**config.mk**
```make
export PLATFORM = sky130hd
export DESIGN_NAME = wtg_bpred
export DESIGN_NICKNAME = d
export VERILOG_FILES = /design/src/rtl/wtg_bpred.sv
export SDC_FILE = /design/constraint.sdc
export NUM_CORES = 2
export LEC_CHECK = 0
export CORE_ASPECT_RATIO = 1.75
export CORE_MARGIN = 2
export CORE_UTILIZATION = 32
export CTS_BUF_LIST = sky130_fd_sc_hd__clkbuf_8
export CTS_CLUSTER_SIZE = 16
export DETAILED_ROUTE_END_ITERATION = 10
export PLACE_DENSITY = 0.5
export REMOVE_ABC_BUFFERS = 1
export SYNTH_ARGS = -nofsm -noshare
export SYNTH_HDL_FRONTEND = slang
export SYNTH_SLANG_ARGS = --single-unit
```
**constraint.sdc**
```tcl
create_clock -name clk -period 10.1 [get_ports clk]
set_input_delay 1.01 -clock clk [delete_from_list [all_inputs] [get_ports clk]]
set_output_delay 1.01 -clock clk [all_outputs]
set_load 0.01 [all_outputs]
```
**src/rtl/wtg_bpred.sv**
```systemverilog
// wtg_bpred: next-PC unit with a direct-mapped BTB and saturating-counter BHT, plus EX-stage resolution.
// Defining WTG_BPRED_STATS_EN adds the stat_branches_o / stat_mispred_o event counters.
`ifndef WTG_OP_BIT
`define WTG_OP_BIT 4
`endif

module wtg_bpred #(
    parameter int ENTRIES = 16,
    parameter int CNT_W   = 2,
    parameter int PC_W    = 32
) (
    input  logic                   clk,
    input  logic                   rst,
    input  logic [PC_W-1:0]        if_pc_i,
    output logic [PC_W-1:0]        pred_pc_o,
    output logic                   pred_taken_o,
    input  logic                   ex_valid_i,
    input  logic [`WTG_OP_BIT-1:0] ex_op_i,
    input  logic [PC_W-1:0]        ex_pc_i,
    input  logic [PC_W-1:0]        ex_off32_i,
    input  logic [25:0]            ex_imm26_i,
    input  logic [PC_W-1:0]        ex_data_x_i,
    input  logic [PC_W-1:0]        ex_data_y_i,
    input  logic [PC_W-1:0]        ex_pred_pc_i,
    output logic                   redirect_o,
    output logic [PC_W-1:0]        redirect_pc_o,
    output logic                   branched_o,
    output logic                   jumped_o,
    output logic                   is_branch_o
`ifdef WTG_BPRED_STATS_EN
    ,
    output logic [31:0]            stat_branches_o,
    output logic [31:0]            stat_mispred_o
`endif
);

    localparam int IDX_W = $clog2(ENTRIES);
    localparam int TAG_W = PC_W - IDX_W - 2;

    localparam logic [CNT_W-1:0] CNT_MAX = '1;
    localparam logic [CNT_W-1:0] CNT_WT  = CNT_W'(2 ** (CNT_W - 1));
    localparam logic [CNT_W-1:0] CNT_WNT = CNT_W'(2 ** (CNT_W - 1) - 1);

    localparam logic [`WTG_OP_BIT-1:0] OP_J32  = `WTG_OP_BIT'(1);
    localparam logic [`WTG_OP_BIT-1:0] OP_J26  = `WTG_OP_BIT'(2);
    localparam logic [`WTG_OP_BIT-1:0] OP_BEQ  = `WTG_OP_BIT'(3);
    localparam logic [`WTG_OP_BIT-1:0] OP_BNE  = `WTG_OP_BIT'(4);
    localparam logic [`WTG_OP_BIT-1:0] OP_BLEZ = `WTG_OP_BIT'(5);
    localparam logic [`WTG_OP_BIT-1:0] OP_BGTZ = `WTG_OP_BIT'(6);
    localparam logic [`WTG_OP_BIT-1:0] OP_BLTZ = `WTG_OP_BIT'(7);
    localparam logic [`WTG_OP_BIT-1:0] OP_BGEZ = `WTG_OP_BIT'(8);

    logic [ENTRIES-1:0] valid_q;
    logic [CNT_W-1:0]   cnt_q    [ENTRIES];
    logic [TAG_W-1:0]   tag_q    [ENTRIES];
    logic [PC_W-1:0]    target_q [ENTRIES];
    logic               jflag_q  [ENTRIES];

    // ---------------- fetch lookup ----------------
    logic [IDX_W-1:0] f_idx;
    logic [TAG_W-1:0] f_tag;
    logic             f_hit;

    assign f_idx        = if_pc_i[IDX_W+1:2];
    assign f_tag        = if_pc_i[PC_W-1:IDX_W+2];
    assign f_hit        = valid_q[f_idx] && (tag_q[f_idx] == f_tag);
    assign pred_taken_o = f_hit && (cnt_q[f_idx][CNT_W-1] || jflag_q[f_idx]);
    assign pred_pc_o    = pred_taken_o ? target_q[f_idx] : if_pc_i + PC_W'(4);

    // ---------------- EX resolution ----------------
    logic [PC_W-1:0] pc_4;
    logic [PC_W-1:0] target;
    logic [PC_W-1:0] actual_pc;
    logic            taken;
    logic            is_branch;
    logic            jumped;

    always_comb begin
        pc_4      = ex_pc_i + PC_W'(4);
        target    = pc_4 + (ex_off32_i << 2);
        taken     = 1'b0;
        is_branch = 1'b0;
        jumped    = 1'b0;
        unique case (ex_op_i)
            OP_J32:  begin jumped = 1'b1; taken = 1'b1; target = ex_data_x_i; end
            OP_J26:  begin
                jumped = 1'b1;
                taken  = 1'b1;
                target = {pc_4[PC_W-1:28], ex_imm26_i, 2'b00};
            end
            OP_BEQ:  begin is_branch = 1'b1; taken = (ex_data_x_i == ex_data_y_i); end
            OP_BNE:  begin is_branch = 1'b1; taken = (ex_data_x_i != ex_data_y_i); end
            OP_BLEZ: begin is_branch = 1'b1; taken = ($signed(ex_data_x_i) <= 0); end
            OP_BGTZ: begin is_branch = 1'b1; taken = ($signed(ex_data_x_i) >  0); end
            OP_BLTZ: begin is_branch = 1'b1; taken = ex_data_x_i[PC_W-1]; end
            OP_BGEZ: begin is_branch = 1'b1; taken = !ex_data_x_i[PC_W-1]; end
            default: ;
        endcase
        actual_pc = taken ? target : pc_4;
    end

    assign redirect_o    = ex_valid_i && (actual_pc != ex_pred_pc_i);
    assign redirect_pc_o = actual_pc;
    assign branched_o    = is_branch && taken;
    assign jumped_o      = jumped;
    assign is_branch_o   = is_branch;

    // ---------------- training ----------------
    logic [IDX_W-1:0] u_idx;
    logic [TAG_W-1:0] u_tag;
    logic             u_hit;
    logic [CNT_W-1:0] u_cnt;
    logic [CNT_W-1:0] cnt_d;
    logic             cnt_wr;
    logic             entry_wr;
    logic             jflag_d;

    assign u_idx = ex_pc_i[IDX_W+1:2];
    assign u_tag = ex_pc_i[PC_W-1:IDX_W+2];
    assign u_hit = valid_q[u_idx] && (tag_q[u_idx] == u_tag);
    assign u_cnt = cnt_q[u_idx];

    // A taken allocate into a missing or aliased slot restarts at weakly-taken.
    always_comb begin
        cnt_d    = u_cnt;
        cnt_wr   = 1'b0;
        entry_wr = 1'b0;
        jflag_d  = 1'b0;
        if (ex_valid_i) begin
            if (is_branch) begin
                if (taken) begin
                    entry_wr = 1'b1;
                    cnt_wr   = 1'b1;
                    if (!u_hit)              cnt_d = CNT_WT;
                    else if (u_cnt != CNT_MAX) cnt_d = u_cnt + CNT_W'(1);
                end else if (u_hit) begin
                    cnt_wr = 1'b1;
                    if (u_cnt != '0) cnt_d = u_cnt - CNT_W'(1);
                end
            end else if (ex_op_i == OP_J26) begin
                entry_wr = 1'b1;
                jflag_d  = 1'b1;
                cnt_wr   = 1'b1;
                cnt_d    = CNT_MAX;
            end
        end
    end

    always_ff @(posedge clk or posedge rst) begin
        if (rst) begin
            valid_q <= '0;
            for (int i = 0; i < ENTRIES; i++) cnt_q[i] <= CNT_WNT;
        end else begin
            if (entry_wr) valid_q[u_idx] <= 1'b1;
            if (cnt_wr)   cnt_q[u_idx]   <= cnt_d;
        end
    end

    // NOTE: tag/target/jflag arrays carry no reset; the valid bit gates every use of them.
    always_ff @(posedge clk) begin
        if (entry_wr) begin
            tag_q[u_idx]    <= u_tag;
            target_q[u_idx] <= actual_pc;
            jflag_q[u_idx]  <= jflag_d;
        end
    end

`ifdef WTG_BPRED_STATS_EN
    logic [31:0] stat_branches_q;
    logic [31:0] stat_mispred_q;

    always_ff @(posedge clk or posedge rst) begin
        if (rst) begin
            stat_branches_q <= '0;
            stat_mispred_q  <= '0;
        end else begin
            if (ex_valid_i && (is_branch || jumped)) stat_branches_q <= stat_branches_q + 32'd1;
            if (redirect_o)                          stat_mispred_q  <= stat_mispred_q + 32'd1;
        end
    end

    assign stat_branches_o = stat_branches_q;
    assign stat_mispred_o  = stat_mispred_q;
`endif

endmodule

```
==> impl_metrics.tcl <==
set metrics [dict create \
    multi_input_area_um2 16700 \
    fin_ws_ns 0.887 \
    synth_top_family_by_area "multiplexers" \
    worst_pin_slew_ns 1.39 \
    synthAdderAreaFrac_pct 1.13 \
    p_per_area_nw_per_um2 164 \
    ant_nets 0 \
    antenna_found_initial 10 \
    cts-resized-gates 0 \
    ys_top_cells_by_area "edfxtp_1 (60%), mux4_2 (21%), xnor2_1 (2.4%)" \
    die-height_um 510 \
    coreArea_um2 145000 \
    internal_power_w 0.00668 \
    swShare_pct 26.0 \
    routed_wl_um 164000 \
    switchingPower_w 0.00235 \
    numCtsBuffers 141 \
    seq_power_share_pct 51.3 \
    final.setup.tns_ns 0 \
    gp_congestion 0.947 \
    ys_seq_area_share_pct 63.1 \
    viasPerCell 5.63 \
    synthXorXnorAreaFrac_pct 3.51 \
    required_ns 9.09 \
    final-seq-area_um2 29600 \
    fin_util_pct 38.0 \
    cp.arrival_ns 8.20 \
    relSlewSlack_pct 6.74 \
    yosys.area_share.simple_pct 4.85 \
    irDropWorstVdd_mv 0.123 \
    synth_compound_area_share_pct 3.78 \
    cts_tree "built" \
    drtIter0Drc 2275 \
    p_leak_nw 17.6 \
    clock_sinks 992 \
    hold_class "register to register" \
    synth.avg_cell_area_um2 18.2 \
    htree_levels 4 \
    finalCriticalPeriod_ns 9.21 \
    finClkSkew_ns 0.0185 \
    outcome "complete, no violations" \
    first_pass_iters 7 \
    syn_inst 2573 \
    clkLatencyLatePin_ns 0.84 \
    cts_setup_buffers 0 \
    cp_slowest_cell "clkdlybuf4s50_1" \
    end_kind "output pin" \
    max_stage_delay_ns 1.05 \
    grt_pass1_vias 29940 \
    clkSlewWorstSetupHoldPaths_ns 0.06 \
    vias 27863 \
    synth.area.mux_share_pct 22.0 \
    synth_edf_count 944 \
    layout.nets 3234 \
    drc 0 \
    wire_per_inst_um 33.1 \
    synth_cell_types 78 \
    reg2reg_depth 8 \
    ios 294 \
    dp.cells 4692 \
    yosys-top-cells-count "edfxtp_1 (944), mux4_2 (434), xnor2_1 (129), nor2_1 (92), a21oi_1 (85)" \
    hp-start "valid_q[14]$_DFFE_PP0P_" \
    layout.cells.non_filler 4952 \
    pre_cts_slack_ns 0.849 \
    grt_usage_pct 21.9 \
    start_util_pct 32.2 \
    reg2reg_to "cnt_q[20]$_DFFE_PP1P_" \
    r2r_start "tag_q[15][10]$_DFFE_PP_" \
    combPwrFrac_pct 13.8 \
    port_buffers 291 \
    p_total_w 0.00903 \
    worstHoldPathCells 1 \
    drive_gt1_share_pct 27.1 \
    slew_violations 0 \
    die_w_um 293 \
    rows 185 \
    ys_warn_count 0 \
    hpwlAfterDp_um 108000 \
    fillerInstances 13440 \
    root_buffer "clkbuf_8" \
    ys.flop_type "edfxtp_1" \
    yosysMostFrequentCell "edfxtp_1" \
    setup_viol 0 \
    critPathKind "input port to output pin" \
    hold-path-endpoint "valid_q[14]$_DFFE_PP0P_" \
    critPathBufInv 3 \
    async_flop_share_pct 4.84 \
    area_growth_pct 17.7 \
    synth_largest_area_cell "edfxtp_1" \
    overflow 0 \
    cts_hold_buf 0 \
    synth_top_area_share_pct 60.5 \
    start_kind "input port" \
    rsz0062_at_grt "false" \
    grt_max_degree 90 \
    clockBufferDepth 3 \
    finalHoldViolCount 0 \
    maxCapViolations 0 \
    die_area_um2 150000 \
    pwr-share-clk_pct 34.9 \
    ys_ff_latch 992 \
    netlist_area_um2 46900 \
    path_cells "clkdlybuf4s50_1, inv_1, or3_1, nor2_1, nand2_1, xnor2_1, ha_1, a21o_1, a211o_1, a211oi_1, a211oi_1, or4_1, and3_1, a221o_1, xnor2_1, o21ai_0, o41a_1, clkdlybuf4s50_1" \
    max_freq_mhz 109 \
    rrSetupSlack_ns 5.48 \
    fin_crit_sh_pct 91.2 \
    crit_family "compound AO/OA/AOI/OAI gates" \
    grt_pass1_wl_um 228000 \
    cp_max_fo 18 \
]
## state kept, by name, indices dropped and copies added (netlist names)
name / flops
cnt_q: 32
jflag_q: 16
tag_q: 416
target_q: 512
valid_q: 16
## layout make-up
cell class | instances | area share, %
sequential | 992 | 53.6
tap | 1870 | 4.24
multi-input combinational | 1410 | 30.2
clock inverter | 104 | 1.26
timing repair buffer | 394 | 6.82
inverter | 29 | 0.197
antenna | 6 | 0.0272
clock buffer | 147 | 3.67
## stage by stage
step | hold WS (ns) | instance area (um^2)
3_5_place_dp | 0.478 | 52400
2_1_floorplan | 0.450 | 46200
5_1_grt | 0.507 | 55200
4_1_cts | 0.496 | 55100
6_report | 0.494 | 55200
3_3_place_gp | 0.474 | 52400
## layer usage
metal,up-vias,track usage (%),wire [um]
met5,-,0,31
met4,4,8.17,6360
met3,273,3.59,9100
met2,1135,40.6,88300
met1,14903,25.2,60000
li1,11548,-,-
## cell usage in the layout (no fill, tap or decap), drive strengths merged, types with 32 or more instances in the layout
master,instances
mux4,434
nor2,92
ha,40
xnor2,129
and3,50
edfxtp,944
nand2,81
inv,68
o21ai,68
a21oi,85
mux2,34
dfrtp,32
nand4,43
clkdlybuf4s50,283
xor2,59
buf,110
clkbuf,148
clkinv,55
## cell families (layout without fill, tap and decap cells)
group,count (synthesis),in the layout
flip-flops,992,992
buffers and inverters,171,674
adder cells (fa/ha/maj),42,42
AND/OR/NAND/NOR,419,419
multiplexers,483,483
XOR/XNOR,188,188
other,0,6
AO/OA/AOI/OAI,278,278
## how the worst max path moves through the flow
| stage | start | to | slack (ns) | depth (start not counted) |
|---|---|---|---|---|
| 2_1_floorplan | ex_pc_i[2] | redirect_o | 3.38 | 17 |
| 3_3_place_gp | ex_pc_i[18] | redirect_o | 1.03 | 18 |
| 3_5_place_dp | ex_pc_i[18] | redirect_o | 0.85 | 18 |
| 4_1_cts | ex_pc_i[18] | redirect_o | 0.79 | 18 |
| 5_1_grt | ex_pc_i[18] | redirect_o | 0.52 | 18 |
| 6_report | ex_pc_i[18] | redirect_o | 0.89 | 18 |
## power by group through the flow
stage,registers [W],logic (W),clock network [W]
global route,0.00464,0.00132,0.00338
finish,0.00464,0.00125,0.00315
floorplan,0.00472,0.000582,0
detailed placement,0.00472,0.00126,0
CTS,0.00464,0.00126,0.00324
global placement,0.00472,0.00124,0
Power figures use the tool's default switching activity.
